### src/rtl/pipe_ctrl_pkg.sv
// Shared types for the pipeline hazard controller.
// Sequencer states and forward-select encodings.
package pipe_ctrl_pkg;

  typedef enum logic [1:0] {
    ST_LOAD  = 2'd0,
    ST_DRAIN = 2'd1,
    ST_RUN   = 2'd2,
    ST_FLUSH = 2'd3
  } ctrl_state_t;

  localparam logic [1:0] FWD_REG   = 2'b00;
  localparam logic [1:0] FWD_EXMEM = 2'b01;
  localparam logic [1:0] FWD_MEMWB = 2'b10;

endpackage

### src/rtl/hazard_fwd_unit.sv
// Forward-source select for one ALU operand.
// Newest producer (EX) wins over MEM; loads in EX cannot forward.
module hazard_fwd_unit
  import pipe_ctrl_pkg::*;
#(
  parameter int REG_AW = 3
) (
  input  logic [REG_AW-1:0] rs,
  input  logic              rs_v,
  input  logic              bubble,
  input  logic [REG_AW-1:0] ex_rd,
  input  logic              ex_wb,
  input  logic              ex_mem_read,
  input  logic [REG_AW-1:0] mem_rd,
  input  logic              mem_wb,
  output logic [1:0]        fwd_sel
);

  logic ex_hit;
  logic mem_hit;

  assign ex_hit  = ex_wb & ~ex_mem_read & (ex_rd == rs);
  assign mem_hit = mem_wb & (mem_rd == rs);

  // pick the youngest in-flight producer of rs
  always_comb begin
    fwd_sel = FWD_REG;
    if (rs_v && !bubble) begin
      if (ex_hit)       fwd_sel = FWD_EXMEM;
      else if (mem_hit) fwd_sel = FWD_MEMWB;
    end
  end

endmodule

### src/rtl/pipeline_hazard_controller.sv
// Hazard and sequencing control for the 5-stage pipeline.
// Load/drain sequencer, jump flush, load-use stall, forwarding.
module pipeline_hazard_controller
  import pipe_ctrl_pkg::*;
#(
  parameter int REG_AW    = 3,
  parameter int FLUSH_CYC = 1,
  parameter int DRAIN_CYC = 4,
  parameter int CNT_W     = 16
) (
  input  logic              clk,
  input  logic              reset,
  input  logic              load_mode,
  input  logic [REG_AW-1:0] id_rs1,
  input  logic [REG_AW-1:0] id_rs2,
  input  logic              id_rs1_v,
  input  logic              id_rs2_v,
  input  logic [REG_AW-1:0] ex_rd,
  input  logic              ex_wb,
  input  logic              ex_mem_read,
  input  logic [REG_AW-1:0] mem_rd,
  input  logic              mem_wb,
  input  logic              mem_mem_read,
  input  logic [REG_AW-1:0] wb_rd,
  input  logic              wb_wb,
  input  logic              jump_taken_ex,
  output logic              pc_stall,
  output logic              ifid_stall,
  output logic              ifid_flush,
  output logic              idex_bubble,
  output logic [1:0]        fwd_a,
  output logic [1:0]        fwd_b,
  output logic [CNT_W-1:0]  stall_cnt,
  output logic [CNT_W-1:0]  flush_cnt
);

  localparam int CMAX =
    (DRAIN_CYC > FLUSH_CYC) ? DRAIN_CYC : FLUSH_CYC;
  localparam int CBW = $clog2(CMAX + 1);

  localparam logic [CBW-1:0] C_ONE   = CBW'(1);
  localparam logic [CBW-1:0] C_DRAIN = CBW'(DRAIN_CYC);
  localparam logic [CBW-1:0] C_FLUSH = CBW'(FLUSH_CYC);

  ctrl_state_t    state_q;
  ctrl_state_t    state_d;
  logic [CBW-1:0] cnt_q;
  logic [CBW-1:0] cnt_d;
  logic           stall_inc;
  logic           flush_inc;
  logic           load_use;

  // WB writes land in the regfile before decode needs them,
  // and a load in MEM is already forwardable from MEM-WB.
  logic unused_inputs;
  assign unused_inputs = ^{wb_rd, wb_wb, mem_mem_read};

  assign load_use = ex_mem_read & ex_wb &
    ((id_rs1_v & (id_rs1 == ex_rd)) |
     (id_rs2_v & (id_rs2 == ex_rd)));

  // sequencer next state and same-cycle pipeline controls
  always_comb begin
    state_d     = state_q;
    cnt_d       = cnt_q;
    pc_stall    = 1'b0;
    ifid_stall  = 1'b0;
    ifid_flush  = 1'b0;
    idex_bubble = 1'b0;
    stall_inc   = 1'b0;
    flush_inc   = 1'b0;
    unique case (state_q)
      ST_LOAD: begin
        pc_stall    = 1'b1;
        ifid_flush  = 1'b1;
        idex_bubble = 1'b1;
        if (!load_mode) begin
          state_d = ST_DRAIN;
          cnt_d   = C_DRAIN;
        end
      end
      ST_DRAIN: begin
        ifid_flush  = 1'b1;
        idex_bubble = 1'b1;
        if (cnt_q == C_ONE) state_d = ST_RUN;
        else                cnt_d   = cnt_q - C_ONE;
        if (load_mode) state_d = ST_LOAD;
      end
      ST_RUN: begin
        if (jump_taken_ex) begin
          ifid_flush  = 1'b1;
          idex_bubble = 1'b1;
          flush_inc   = 1'b1;
          if (FLUSH_CYC > 0) begin
            state_d = ST_FLUSH;
            cnt_d   = C_FLUSH;
          end
        end else if (load_use) begin
          pc_stall    = 1'b1;
          ifid_stall  = 1'b1;
          idex_bubble = 1'b1;
          stall_inc   = 1'b1;
        end
        if (load_mode) state_d = ST_LOAD;
      end
      ST_FLUSH: begin
        ifid_flush = 1'b1;
        if (jump_taken_ex) begin
          idex_bubble = 1'b1;
          flush_inc   = 1'b1;
          cnt_d       = C_FLUSH;
        end else if (cnt_q == C_ONE) begin
          state_d = ST_RUN;
        end else begin
          cnt_d = cnt_q - C_ONE;
        end
        if (load_mode) state_d = ST_LOAD;
      end
    endcase
  end

  // state, down-counter and saturating debug counters
  always_ff @(posedge clk) begin
    if (reset) begin
      state_q   <= load_mode ? ST_LOAD : ST_DRAIN;
      cnt_q     <= C_DRAIN;
      stall_cnt <= '0;
      flush_cnt <= '0;
    end else begin
      state_q <= state_d;
      cnt_q   <= cnt_d;
      if (stall_inc && stall_cnt != '1)
        stall_cnt <= stall_cnt + CNT_W'(1);
      if (flush_inc && flush_cnt != '1)
        flush_cnt <= flush_cnt + CNT_W'(1);
    end
  end

  hazard_fwd_unit #(.REG_AW(REG_AW)) u_fwd_a (
    .rs          (id_rs1),
    .rs_v        (id_rs1_v),
    .bubble      (idex_bubble),
    .ex_rd       (ex_rd),
    .ex_wb       (ex_wb),
    .ex_mem_read (ex_mem_read),
    .mem_rd      (mem_rd),
    .mem_wb      (mem_wb),
    .fwd_sel     (fwd_a)
  );

  hazard_fwd_unit #(.REG_AW(REG_AW)) u_fwd_b (
    .rs          (id_rs2),
    .rs_v        (id_rs2_v),
    .bubble      (idex_bubble),
    .ex_rd       (ex_rd),
    .ex_wb       (ex_wb),
    .ex_mem_read (ex_mem_read),
    .mem_rd      (mem_rd),
    .mem_wb      (mem_wb),
    .fwd_sel     (fwd_b)
  );

endmodule
### config.mk
export PLATFORM = sky130hd
export DESIGN_NAME = pipeline_hazard_controller
export DESIGN_NICKNAME = d
export VERILOG_FILES = /design/src/rtl/pipe_ctrl_pkg.sv /design/src/rtl/hazard_fwd_unit.sv /design/src/rtl/pipeline_hazard_controller.sv
export SDC_FILE = /design/constraint.sdc
export NUM_CORES = 1
export LEC_CHECK = 0
export CAP_MARGIN = 40
export CORE_MARGIN = 2
export CORE_UTILIZATION = 51
export CTS_BUF_LIST = sky130_fd_sc_hd__clkbuf_16
export DETAILED_ROUTE_END_ITERATION = 10
export HOLD_SLACK_MARGIN = 0.15
export PLACE_DENSITY = 0.87
export RECOVER_POWER = 50
export SYNTH_ARGS = -nofsm -noshare
export SYNTH_HDL_FRONTEND = slang
export SYNTH_HIERARCHICAL = 1
export SYNTH_SLANG_ARGS = --single-unit
export TNS_END_PERCENT = 50
### constraint.sdc
create_clock -name clk -period 3.25 [get_ports clk]
set_input_delay 0.4875 -clock clk [delete_from_list [all_inputs] [get_ports clk]]
set_output_delay 0.4875 -clock clk [all_outputs]
set_load 0.05 [all_outputs]
; Word level (Yosys, flattened, before mapping)
; Cells that the tools add are included.
[totals]
register_bits = 37
wordCells = 76
[classes]
addsub = 3
eq_ne = 17
n_mux = 30
bitwise_logic = 11
n_reduce_logical = 11
[op_table]
columns = operator, count
row1 = $add A16 B1 Y16 const B, 2
row2 = $ne A16 B16 Y1 const B, 2
row3 = $mux W2, 14
row4 = $eq A3 B3 Y1, 6
row5 = $mux W3, 4
row6 = $pmux W3 S4, 1
row7 = $and A1 B1 Y1, 9
row8 = $ne A4 B4 Y1 const B, 2
row9 = $pmux W2 S4, 1
row10 = $mux W1, 7
row11 = $eq A2 B2 Y1 const B, 2
row12 = $logic_and A1 B1 Y1, 4
row13 = $ne A2 B2 Y1 const B, 2
row14 = $pmux W1 S2, 2
row15 = $reduce_or A2 Y1, 2
row16 = $eq A3 B1 Y1 const B, 1
row17 = $ne A3 B3 Y1 const B, 1
row18 = $pmux W1 S3, 1
row19 = $reduce_and A3 Y1, 1
row20 = $reduce_or A3 Y1, 1
row21 = $sub A3 B1 Y3 const B, 1
row22 = $eq A2 B1 Y1 const B, 1
row23 = $logic_not A2 Y1, 1
row24 = $reduce_and A2 Y1, 1
row25 = other kinds (3), 3

; Logic depth before layout (Yosys ltp)
; Gate-level depths: netlist (run 1).
[logic_depth]
ltp_word = 10
mapped_depth = 8
depth_no_buf = 6

; Modules after synthesis
; Netlist (run 1), hierarchy kept.
[modules_own_cells]
columns = module, instances, cells_each, area_each_um2, seq_area_each_um2
row1 = pipeline_hazard_controller, 1, 246, 2040.7, 760.7
row2 = hazard_fwd_unit, 2, 11, 96.3, 0.0

; Worst setup path after synthesis (run 1)
; Ideal clock, no wire load.
[synth_timing]
path_kind = in2out
startpoint = input port ex_rd[0]
endpoint = output port fwd_a[1]
t_arrival_ns = 2.983
path_slack_ns = -0.221
cell_stages = 8
path_cell_list = xnor2_1 -> and4_1 -> o21ai_2 -> buf_6 -> buf_2 -> nand2_1 -> nand4b_1 -> nor4b_2
[synth_via]
elab_chain_cells = 10
[synth_lines]
columns = item, line
row1 = from (decl), pipeline_hazard_controller.sv:18  ; input logic [REG_AW-1:0] ex_rd,
row2 = "$eq A3 B3 Y1, on equally long branches", "pipeline_hazard_controller.sv:59, pipeline_hazard_controller.sv:60"
row3 = "$and A1 B1 Y1, on equally long branches", "pipeline_hazard_controller.sv:59, pipeline_hazard_controller.sv:60"
row4 = $or A1 B1 Y1 (*), pipeline_hazard_controller.sv:59  ; ((id_rs1_v & (id_rs1 == ex_rd)) |
row5 = $and A1 B1 Y1 (*), pipeline_hazard_controller.sv:58  ; assign load_use = ex_mem_read & ex_wb &
row6 = $mux W1 (*), pipeline_hazard_controller.sv:98  ; end else if (load_use) begin
row7 = $mux W1 (*), pipeline_hazard_controller.sv:90  ; if (jump_taken_ex) begin
row8 = $pmux W1 S3 (*), pipeline_hazard_controller.sv:72  ; unique case (state_q)
row9 = net idex_bubble, pipeline_hazard_controller.sv:30  ; output logic idex_bubble,
row10 = $logic_not A1 Y1 (*), hazard_fwd_unit.sv:28  ; if (rs_v && !bubble) begin
row11 = $logic_and A1 B1 Y1 (*), hazard_fwd_unit.sv:28
row12 = $mux W2 (*), hazard_fwd_unit.sv:28
row13 = to (decl), pipeline_hazard_controller.sv:31  ; output logic [1:0] fwd_a,
; The timed path passes the listed nets; every way through them passes the cells marked *.

; Worst setup path in the final report (run 1)
[layout_timing]
startpoint = input port ex_rd[0]
endpoint = output port fwd_a[1]
[layout_via]
elab_chain_cells = 10
[layout_lines]
columns = item, line
row1 = "$eq A3 B3 Y1, on equally long branches", "hazard_fwd_unit.sv:22, pipeline_hazard_controller.sv:59, pipeline_hazard_controller.sv:60"
row2 = "$and A1 B1 Y1, on equally long branches", "pipeline_hazard_controller.sv:59, pipeline_hazard_controller.sv:60"
row3 = $or A1 B1 Y1, pipeline_hazard_controller.sv:59
row4 = $and A1 B1 Y1, pipeline_hazard_controller.sv:58
row5 = $mux W1, pipeline_hazard_controller.sv:98
row6 = $mux W1, pipeline_hazard_controller.sv:90
row7 = $pmux W1 S3, pipeline_hazard_controller.sv:72
row8 = $logic_not A1 Y1, hazard_fwd_unit.sv:28
row9 = $logic_and A1 B1 Y1, hazard_fwd_unit.sv:28
row10 = $mux W2 (*), hazard_fwd_unit.sv:28
; Every way passes the cells marked *; elsewhere a longest branch is shown, timed or not.

==> results by stage, run 1 <==
Detailed routing:
- The number of iterations in the first detailed-routing pass is 4.
- In the routed design, unresolved DRC markers number 0.
- The via count normalized by instance count is roughly 6.
- The number of nets still failing antenna checks after routing is 0.
- Wires add up to ~5400 um.
- Dividing the detail-routed wire length by the instance count gives approximately 14 um.
- For this block, the initial DRC count from the detailed router was 150.
- The routed via count is 2222.

Floorplan:
- The number of top-level pins is 66.
- The area of the die is roughly 4900 sq um.
- The core area is ~4300 sq um.
- The initial cell density of the core is a little over half.
- In this run the horizontal extent of the chip is 70.2 um.
- The die is 70.2 um tall.
- The floorplan has 24 rows.

Synthesis:
- The average footprint of a synthesized cell is approximately 8.3 sq um.
- The main flop type after synthesis is sky130_fd_sc_hd__dfxtp_1.
- The synthesized design contains 37 register bits.
- Of all cell types, the one taking the most synthesized area is sky130_fd_sc_hd__dfxtp_1.
- The number of different library cells used by synthesis comes to 46.
- After synthesis, the cell types taking the most area are sky130_fd_sc_hd__dfxtp_1 (31%), sky130_fd_sc_hd__xnor2_1 (10%), sky130_fd_sc_hd__a21oi_1 (5.2%), sky130_fd_sc_hd__or4_1 (4.4%), sky130_fd_sc_hd__nor2_1 (4.0%).
- Synthesis produced approximately 270 cells.
- Counting flops with an async set or reset pin after synthesis yields a share of 0%.
- The number of warnings issued by yosys is 6.
- The most common cell in the synthesized netlist is sky130_fd_sc_hd__dfxtp_1.
- The number of nets in the synthesized netlist is 298.
- The proportion of synthesized chip area in sequential cells is 34.1%.
- The synthesized cell area is ~2200 sq um.
- Counting instances in the post-synthesis netlist gives the leading cell types as sky130_fd_sc_hd__dfxtp_1 (35), sky130_fd_sc_hd__xnor2_1 (26), sky130_fd_sc_hd__nor2_1 (24).
- After synthesis, the largest area contributor takes up 31.4% of total cell area.
- The synthesized design contains 2 enable-type register cells.

Cells and area:
- The multi-input gate area in the final layout is about 1400 sq um.
- The antenna diode instance count is 0.
- Counting the fill cells in the layout gives ~340.
- The area growth from synthesis to layout is 36.2%.
- For this run, the post-layout net count is 356.
- The share of layout cells above drive strength 1 is 6.42%.
- The footprint of the flip-flops and latches is ~760 sq um.

Timing:
- The max-slew violation count is 0.
- Setup violations remaining at the end of the flow were counted as 0.
- Setup repair after global routing left no endpoint under its margin.
- The routed design could run at a clock period as short as 2.96 ns.
- Dividing the final minimum period by the clock period gives 91.2%.
- The final worst-path setup slack is 0.287 ns.
- For the pin with the worst max-slew slack, the measured transition is 0.824 ns.
- The sum of negative setup slack is 0 ns.
- The worst pin sits at a relative slew slack of 44.9%.
- For this run, the top clock speed supported by timing is 337 MHz.
- The count of endpoints failing hold in the final timing report came to 0.
- The final setup skew is 0.00406 ns.

Clock tree:
- The number of setup buffers added after CTS is 0.
- The clock tree from TritonCTS is yes.
- For this design, the sink count on the clock tree is 37.
- Clock-pin slew was measured on the worst setup and hold paths at 0.05 ns.
- At the later pin of the worst-skew pair, clock insertion delay measures 0.28 ns.
- The number of H-tree levels is 2.
- CTS placed an instance of sky130_fd_sc_hd__clkbuf_16 at the clock tree root.
- The clock buffer count from CTS is 5.
- The number of resized instances in the post-cts repair step is 0.
- The hold buffer count at cts is 0.
- The worst-case clock buffer depth is 2.

Global routing:
- The overall overflow remaining after global route is 0.
- The pin count of the biggest net entering global routing is 30.
- Global routing used 22.4% of the available tracks across all layers.
- The first global-routing pass estimated 9130 um of wire.
- The number of global-route vias before repair came to between 2000 and 2500.
- The initial antenna violation count is 0.

Setup path:
- The endpoint type of the worst setup path is an output pin.
- The total buffers and inverters traversed by the critical path is 2.
- The setup path with the least slack is of type input port to output pin.
- The largest delay contributor family on the critical path is simple AND/OR/NAND/NOR gates.
- Across all register-to-register paths, the minimum setup slack is 1.18 ns.
- The startpoint identified for the worst register-to-register timing path is state_q[0].
- The critical path required time is 2.76 ns.
- The cell type of the slowest stage on the worst timing path is sky130_fd_sc_hd__clkdlybuf4s50_1.
- The worst register-to-register path ends at stall_cnt[14].
- The number of cells on the worst reg-to-reg path is 5.
- The startpoint kind of the worst setup timing path is an input port.
- Traced cell by cell, the critical path runs through clkdlybuf4s50_1 > xnor2_1 > and4_1 > o21ai_2 > nand2_1 > nand4b_1 > nor4b_4 > buf_12.
- The largest single stage delay on the critical path is 0.50 ns.
- Of all nets on the critical path, the largest fanout is 5.
- Data on the critical path arrives at its endpoint at 2.48 ns.

Placed design:
- The pre-CTS setup slack is ~0.27 ns.
- At the end of routability-driven placement, the weighted congestion stood at 0.830.
- The HPWL after detailed placement is 3820 um.
- The count of buffers added on input and output ports is 60.

Flow run:
- The count of maximum capacitance violations is 0.

Hold path:
- Along the worst hold path, the cell count comes to 2.
- The beginning of the worst hold path is stall_cnt[4].
- The path class of the tightest hold or removal check is flop to flop.
- For hold timing, the worst endpoint is stall_cnt[4].

Power and ir drop:
- The design draws 1130 uW.
- The peak supply drop is ~0.28 mV.
- The leakage dissipation is 0.00105 uW.
- The analysis attributes to net switching a power of 298 uW.
- In this run, flip-flops and latches consume ~44% of the power.
- The relative contribution of the clock network to total power is 39.9%.
- The logic gate share of total power is 16.3%.
- The fraction of power spent switching nets is 26.4%.
- Dividing total power by cell area gives a power density of 370 nW/um^2.
- The internal power of the cells is between 800 and 900 uW.

Run status:
- The run finished with clean final reports.
==> worst register-to-register path, stage by stage (launching register included) <==
cell	delay, ns
sky130_fd_sc_hd__edfxtp_1	0.57
sky130_fd_sc_hd__nor2_1	0.33
sky130_fd_sc_hd__o21ai_2	0.10
sky130_fd_sc_hd__buf_4	0.22
sky130_fd_sc_hd__or4_1	0.51
sky130_fd_sc_hd__a221oi_1	0.24
==> area by class of cell <==
class | instances | area share [%]
clock inverters | 3 | 0.370
clock buffers | 5 | 4.11
flip-flops and latches | 37 | 25.0
well taps | 52 | 2.14
inverters | 11 | 1.36
multi-input cells | 208 | 45.6
repair buffers | 63 | 21.4
==> stage by stage <==
stage                     utilization (%)  area (sq um)  instances  hold WS (ns)
after floorplan                         -          2250        268         0.530
after detailed placement             67.8          2910        371         0.488
final                                70.9          3040        379         0.492
after CTS                            70.9          3050        379         0.498
after global placement               67.8          2910        371         0.478
after global routing                 70.9          3040        379         0.525
==> power by group through the flow <==
stage	Sequential, uW	Combinational [uW]	Clock (uW)
3_5_place_dp	503	184	0
2_1_floorplan	495	127	0
3_3_place_gp	502	178	0
4_1_cts	494	185	457
5_1_grt	497	204	479
6_report	494	184	449
==> sequential cells by signal, summed over array words and instances (netlist names) <==
| name | count |
|---|---|
| cnt_q | 3 |
| state_q | 2 |
| stall_cnt | 16 |
| flush_cnt | 16 |
==> how the worst max path moves through the flow <==
stage	end	from	depth (start not counted)	slack [ns]
global placement	fwd_a[1]	ex_rd[0]	8	0.30
CTS	fwd_a[1]	ex_rd[1]	8	0.27
finish	fwd_a[1]	ex_rd[0]	8	0.29
global route	fwd_b[1]	ex_rd[0]	8	0.19
floorplan	fwd_a[0]	ex_rd[0]	7	-0.21
detailed placement	fwd_a[1]	ex_rd[0]	8	0.27
==> logic make-up (layout without fill, tap and decap cells) <==
family | Yosys count | in the layout | share of synthesized area (%)
xor+xnor | 30 | 30 | 11.8
flops | 37 | 37 | 34.1
fa+ha+maj | 4 | 4 | 2.24
simple gates | 117 | 117 | 30.5
mux | 2 | 2 | 0.952
buf+inv | 23 | 82 | 4.59
compound gates | 55 | 55 | 15.9
==> cell usage in the layout, fill, tap and decap left out, types with 2 or more instances in the layout <==
cell type	synthesis	layout
sky130_fd_sc_hd__a21oi_1	23	23
sky130_fd_sc_hd__a31oi_1	2	2
sky130_fd_sc_hd__and2_1	2	2
sky130_fd_sc_hd__and3_1	3	3
sky130_fd_sc_hd__and3_4	2	2
sky130_fd_sc_hd__and4_1	6	6
sky130_fd_sc_hd__buf_12	0	4
sky130_fd_sc_hd__buf_4	1	5
sky130_fd_sc_hd__clkbuf_16	0	5
sky130_fd_sc_hd__clkdlybuf4s50_1	0	28
sky130_fd_sc_hd__dfxtp_1	35	35
sky130_fd_sc_hd__dlygate4sd3_1	0	25
sky130_fd_sc_hd__edfxtp_1	2	2
sky130_fd_sc_hd__ha_1	4	4
sky130_fd_sc_hd__inv_1	10	12
sky130_fd_sc_hd__nand2_1	15	15
sky130_fd_sc_hd__nand2b_1	3	3
sky130_fd_sc_hd__nand3_1	13	13
sky130_fd_sc_hd__nand4_1	6	6
sky130_fd_sc_hd__nand4b_1	2	2
sky130_fd_sc_hd__nor2_1	24	24
sky130_fd_sc_hd__nor2b_1	5	5
sky130_fd_sc_hd__nor3_1	8	8
sky130_fd_sc_hd__nor3b_1	3	3
sky130_fd_sc_hd__nor4_1	4	4
sky130_fd_sc_hd__nor4b_4	0	2
sky130_fd_sc_hd__o21ai_1	8	8
sky130_fd_sc_hd__o31ai_1	12	12
sky130_fd_sc_hd__or3_1	4	4
sky130_fd_sc_hd__or4_1	13	13
sky130_fd_sc_hd__xnor2_1	26	26
sky130_fd_sc_hd__xor2_1	4	4
==> routing by layer <==
layer,up-vias,global-route usage (%),part of all wire (%)
li1,1098,-,-
met1,1047,29.4,45
met2,72,36.7,49
met3,5,5.05,5.9
met4,0,6.84,0.73
met5,-,0,0
No activity file was read; power rests on OpenSTA's default activity.
==> run 2: changes to the inputs <==
==> constraint.sdc (replaced) <==
create_clock -name clk -period 3.9 [get_ports clk]
set_input_delay 0.585 -clock clk [delete_from_list [all_inputs] [get_ports clk]]
set_output_delay 0.585 -clock clk [all_outputs]
set_load 0.05 [all_outputs]
==> results by stage, run 2 (synthesis gave the netlist of run 1 again) <==
Timing:
- The sum of negative setup slack was 0 ns (unchanged).
- The worst max-slew margin expressed relative to the limit came to 38.5% (-6.4 points).
- The total setup violations reported at the end of the flow is 0 (unchanged).
- Based on the critical path, the design can be clocked at up to 301 MHz.
- Setup repair after global routing left no endpoint under its margin.
- The max-slew violation count came to 0 (unchanged).
- The final setup skew is 0.00636 ns (+0.00231 ns).
- The count of endpoints failing hold in the final timing report is 0 (unchanged).
- The clock period minus worst slack is approximately 3.3 ns.
- The final critical path takes up 85.3% of the cycle.
- The actual slew at the worst max-slew pin is 0.922 ns (+0.0983 ns).
- The final worst-path setup slack is 0.573 ns (+0.286 ns).

Floorplan:
- The area of the die is 4920 sq um (unchanged).
- The die extent in x is 70.2 um (unchanged).
- The number of rows in the core area is 24 (unchanged).
- The initial cell density of the core is 52.0% (unchanged).
- The number of top-level pins is 66 (unchanged).
- The die span in y came to 70.2 um (unchanged).
- The core area is 4290 sq um (unchanged).

Cells and area:
- The largest registers in the layout are flush_cnt: 16 flops, stall_cnt: 16 flops, cnt_q: 3 flops.
- In the layout the commonest cells are sky130_fd_sc_hd__dfxtp_1 (35), sky130_fd_sc_hd__clkdlybuf4s50_1 (34), sky130_fd_sc_hd__xnor2_1 (26).
- The number of filler instances in the final layout is 326 (-3.6%).
- The area growth from synthesis to layout is 37.0%.
- The antenna diode instance count is 0 (unchanged).
- The final instance area is 3060 sq um (+0.58%).
- The multi-input gate area in the final layout is 1370 sq um (-1.3%).
- The footprint of the flip-flops and latches came to 761 sq um (unchanged).
- The net total in the final layout is 356 (unchanged).
- The share of layout cells above drive strength 1 is 6.42% (unchanged).
- The most common cell after layout, fill and taps aside is sky130_fd_sc_hd__dfxtp_1.

Setup path:
- The top fanout value on the critical path was 4 (-1).
- The endpoint type of the worst setup path is an output pin.
- The worst setup path is of the input port to output pin kind.
- The register-to-register path setup slack is 1.81 ns (+0.63 ns).
- The critical path required time is 3.31 ns (+0.55 ns).
- The startpoint kind of the worst setup timing path is an input port.
- The worst path arrival time was 2.74 ns (+0.26 ns).

Power and ir drop:
- The total chip power is 1010 uW (-10%).
- The net switching power is 252 uW (-15%).
- The part of the total power dissipated in sequential elements is 40.6% (-3.2 points).
- The relative contribution of the clock network to total power is 44.5% (+4.6 points).
- The fraction of power spent switching nets is 24.9% (-1.5 points).
- The internal power of the cells was 760 uW (-8.3%).
- The leakage dissipation is 0.00103 uW (-1.9%).
- The logic gate share of total power was 14.9% (-1.4 points).
- The power per unit of standard cell area is 331 nW/um^2 (-11%).
- The peak supply drop is 0.301 mV (+7.3%).

Clock tree:
- The hold buffer count at cts is 0 (unchanged).
- The clock tree from TritonCTS is yes.
- The register clock-pin slew on the reported worst setup and hold paths is 0.06 ns (about the same).
- The number of clock sinks seen by CTS came to 37 (unchanged).
- The clock buffer count from CTS came to 5 (unchanged).
- The clock insertion delay at the later pin of the skew report came to 0.28 ns (about the same).
- The number of buffers added for setup after CTS is 0 (unchanged).
- The cell at the root of the clock tree is sky130_fd_sc_hd__clkbuf_16.
- The number of resized instances in the post-cts repair step was 0 (unchanged).
- The worst-case clock buffer depth is 2 (unchanged).
- The number of H-tree levels was 2 (unchanged).

Detailed routing:
- The routed via count was 2180 (-1.9%).
- The via count normalized by instance count is 5.75 (-1.9%).
- The number of iterations in the first detailed-routing pass is 4 (unchanged).
- The detailed-route wire length per cell came to 14.2 um (about the same).
- The remaining design rule violation count came to 0 (unchanged).
- The number of nets still failing antenna checks after routing is 0 (unchanged).
- The DRC marker count from the first detailed-route iteration is 141 (-6.0%).
- The final wirelength was 5370 um (about the same).

Global routing:
- The pin count of the biggest net entering global routing was 30 (unchanged).
- The total track usage is 22.5% (+0.11 points).
- The wire length of the first global-routing pass is 9210 um (+0.91%).
- The number of global-route vias before repair came to 2016 (-1.2%).
- The initial antenna violation count is 0 (unchanged).
- The overall overflow remaining after global route is 0 (unchanged).

Placed design:
- The placed wire-length estimate came to 3950 um (+3.4%).
- The cell area after placement came to 2900 sq um (-0.34%).
- The pre-CTS setup slack is 0.603 ns (+0.330 ns).
- The placer's final routability congestion estimate is 0.773 (-6.8%).
- The number of port buffers is 60 (unchanged).

Run status:
- The flow ran to the end, and the final reports show no timing, DRC or antenna violations.

Hold path:
- The path class of the lowest-slack min-delay path is flop to flop.

Flow run:
- The count of maximum capacitance violations came to 0 (unchanged).
-- run 2: final cells by class --
type / instances / area share, %
multi-input combinational: 208 / 44.8
sequential: 37 / 24.9
timing repair buffer: 63 / 21.5
clock buffer: 5 / 4.09
tap: 52 / 2.13
inverter: 11 / 1.35
clock inverter: 3 / 1.27
-- run 2: routing by layer --
layer,routed length [um],share of wire [%],global-route usage [%],up-vias
li1,-,-,-,1105
met1,2420,45,29.7,1014
met2,2650,49,38.0,57
met3,267,5.0,4.33,4
met4,37,0.69,5.34,0
met5,0,0,0,-
-- run 2: final timing paths --
check | from | to | cells after the start
hold / removal | stall_cnt[4] | stall_cnt[4] | 2
setup reg to reg | stall_cnt[0] | stall_cnt[8] | 7
hold reg to reg | stall_cnt[4] | stall_cnt[4] | 2
setup / recovery | ex_rd[1] | ifid_stall | 6
-- run 2: worst max-delay path, stage by stage --
cell,delay (ns)
sky130_fd_sc_hd__clkdlybuf4s50_1,0.58
sky130_fd_sc_hd__xnor2_1,0.15
sky130_fd_sc_hd__and4_1,0.30
sky130_fd_sc_hd__o21ai_2,0.12
sky130_fd_sc_hd__nor2_1,0.18
sky130_fd_sc_hd__clkdlybuf4s50_1,0.83
-- run 2: power by group through the flow --
stage	registers [uW]	logic, uW	clock network [uW]
floorplan	412	104	0
global placement	418	147	0
detailed placement	419	152	0
CTS	410	153	455
global route	414	166	470
finish	411	151	451
-- run 2: through the flow --
stage          hold slack [ns]  utilization (%)  std cells
6_report                 0.496             71.3        379
3_5_place_dp             0.490             67.5        371
2_1_floorplan            0.530                -        268
3_3_place_gp             0.475             67.5        371
4_1_cts                  0.499             71.4        379
5_1_grt                  0.534             71.3        379
==> run 3: changes to the inputs <==
--- a/config.mk
+++ b/config.mk
@@ -12,7 +12,6 @@
 export DETAILED_ROUTE_END_ITERATION = 10
 export HOLD_SLACK_MARGIN = 0.15
 export PLACE_DENSITY = 0.87
-export RECOVER_POWER = 50
 export SYNTH_ARGS = -nofsm -noshare
 export SYNTH_HDL_FRONTEND = slang
 export SYNTH_HIERARCHICAL = 1
==> results by stage, run 3 (synthesis gave the netlist of run 1 again) <==
Setup path:
- STA classifies the critical path startpoint as an input port.
- The critical path required time is 3.31 ns (about the same).
- The setup path with the least slack is of type input port to output pin.
- The worst path arrival time is 2.74 ns (about the same).
- The top fanout value on the critical path is 4 (unchanged).
- The endpoint type of the worst setup path is an output pin.

Floorplan:
- The number of rows in the core area was 24 (unchanged).
- The die extent in x was 70.2 um (unchanged).
- The initial cell density of the core is 52.0% (unchanged).
- The core area is 4290 sq um (unchanged).
- The area of the die is 4920 sq um (unchanged).
- The die span in y came to 70.2 um (unchanged).
- The number of top-level pins was 66 (unchanged).

Timing:
- The count of endpoints failing hold in the final timing report is 0 (unchanged).
- The sum of negative setup slack is 0 ns (unchanged).
- The final worst-path setup slack is 0.573 ns (+0.000736 ns).
- The post-route clock period utilization came to 85.3% (about the same).
- The total setup violations reported at the end of the flow is 0 (unchanged).
- The maximum achievable frequency is 301 MHz (about the same).
- The actual slew at the worst max-slew pin was 0.654 ns (-0.269 ns).
- The worst max-slew margin expressed relative to the limit is 56.3% (+18 points).
- The clock period minus worst slack is 3.33 ns (-0.000736 ns).
- Setup repair after global routing left no endpoint under its margin.
- The max-slew violation count is 0 (unchanged).
- The final setup skew is 0.00565 ns (-0.000718 ns).

Hold path:
- The path class of the lowest-slack min-delay path is flop to flop.

Global routing:
- The total track usage was 22.5% (unchanged).
- The wire length of the first global-routing pass was 9210 um (unchanged).
- The initial antenna violation count came to 0 (unchanged).
- The pin count of the biggest net entering global routing is 30 (unchanged).
- The overall overflow remaining after global route is 0 (unchanged).
- The number of global-route vias before repair was 2016 (unchanged).

Detailed routing:
- The routed via count is 2176 (-0.18%).
- The detailed-route wire length per cell is 14.2 um (+0.43%).
- The number of iterations in the first detailed-routing pass is 4 (unchanged).
- The number of nets still failing antenna checks after routing is 0 (unchanged).
- The via count normalized by instance count is 5.74 (-0.18%).
- The DRC marker count from the first detailed-route iteration is 146 (+3.5%).
- The final wirelength was 5400 um (+0.43%).
- The remaining design rule violation count came to 0 (unchanged).

Cells and area:
- The share of layout cells above drive strength 1 was 6.73% (+0.31 points).
- The footprint of the flip-flops and latches is 761 sq um (unchanged).
- The antenna diode instance count was 0 (unchanged).
- The final core utilization is 71.4% (+0.087 points).
- Leaving out fill and tap cells, the most frequent cells in the layout are sky130_fd_sc_hd__clkdlybuf4s50_1 (56), sky130_fd_sc_hd__dfxtp_1 (35), sky130_fd_sc_hd__xnor2_1 (26).
- The final instance area is 3060 sq um (+0.12%).
- The number of filler instances in the final layout is 324 (-0.61%).
- The library cell used most frequently in the layout, excluding fill and tap cells, is sky130_fd_sc_hd__clkdlybuf4s50_1.
- The largest registers in the layout are flush_cnt: 16 flops, stall_cnt: 16 flops, cnt_q: 3 flops.
- The area growth from synthesis to layout is 37.2%.
- The multi-input gate area in the final layout came to 1370 sq um (unchanged).
- The net total in the final layout is 356 (unchanged).

Power and ir drop:
- The peak supply drop is 0.299 mV (-0.65%).
- The power per unit of standard cell area is 329 nW/um^2 (-0.47%).
- The leakage dissipation is 0.000965 uW (-6.6%).

Placed design:
- The pre-CTS setup slack is 0.603 ns (unchanged).
- The cell area after placement is 2900 sq um (unchanged).
- The placed wire-length estimate was 3950 um (unchanged).
- The number of port buffers is 60 (unchanged).
- The placer's final routability congestion estimate came to 0.773 (unchanged).

Run status:
- The flow ran to the end, and the final reports show no timing, DRC or antenna violations.

Clock tree:
- The number of clock sinks seen by CTS was 37 (unchanged).
- The tree is rooted in a sky130_fd_sc_hd__clkbuf_16.
- The number of resized instances in the post-cts repair step is 0 (unchanged).
- The register clock-pin slew on the reported worst setup and hold paths was 0.05 ns (about the same).
- The number of H-tree levels came to 2 (unchanged).
- TritonCTS built the clock tree.
- The number of buffers added for setup after CTS is 0 (unchanged).
- The clock insertion delay at the later pin of the skew report is 0.28 ns (about the same).
- The worst-case clock buffer depth came to 2 (unchanged).
- The hold buffer count at cts is 0 (unchanged).
- The clock buffer count from CTS is 5 (unchanged).

Flow run:
- The count of maximum capacitance violations is 0 (unchanged).
run 3: cell count changes in the layout (fill, tap and decap cells not counted), sizes merged:
cell           change
buf                +1
clkbuf             -1
clkdlybuf4s50     +22
dlygate4sd3       -22
run 3: metal layers:
metal	global-route usage [%]	up-vias	wire, um
met5	0	-	0
met4	5.34	0	16
met3	4.33	2	242
met2	38.0	52	2670
met1	29.7	1014	2470
li1	-	1108	-
run 3: layout make-up:
class                   instances  share of cell area (%)
multi-input cells             208                    44.7
clock inverters                 3                    1.27
clock buffers                   5                    4.08
repair buffers                 63                    21.6
inverters                      11                    1.35
well taps                      52                    2.12
flip-flops and latches         37                    24.8
run 3: power breakdown:
group          total [uW]  internal, uW  switching (uW)
logic                 152          69.2            82.4
clock network         446           298             149
registers             411           394            16.5
run 3: worst max-delay path: stages:
cell                              delay [ns]
sky130_fd_sc_hd__clkdlybuf4s50_1        0.58
sky130_fd_sc_hd__xnor2_1                0.15
sky130_fd_sc_hd__and4_1                 0.30
sky130_fd_sc_hd__o21ai_2                0.12
sky130_fd_sc_hd__nor2_1                 0.18
sky130_fd_sc_hd__clkdlybuf4s50_1        0.83
run 3: final timing paths:
kind / endpoint / depth (start not counted) / slack [ns] / start
setup / recovery: ifid_stall / 6 / 0.57 / ex_rd[1]
hold / removal: stall_cnt[4] / 2 / 0.50 / stall_cnt[4]
setup reg to reg: stall_cnt[14] / 5 / 1.80 / state_q[0]
hold reg to reg: stall_cnt[4] / 2 / 0.50 / stall_cnt[4]
run 3: through the flow:
step | total power (uW) | std cells | hold WS, ns
global placement | 565 | 371 | 0.475
CTS | 1020 | 379 | 0.499
finish | 1010 | 379 | 0.498
floorplan | 516 | 268 | 0.530
detailed placement | 571 | 371 | 0.490
global route | 1050 | 379 | 0.537
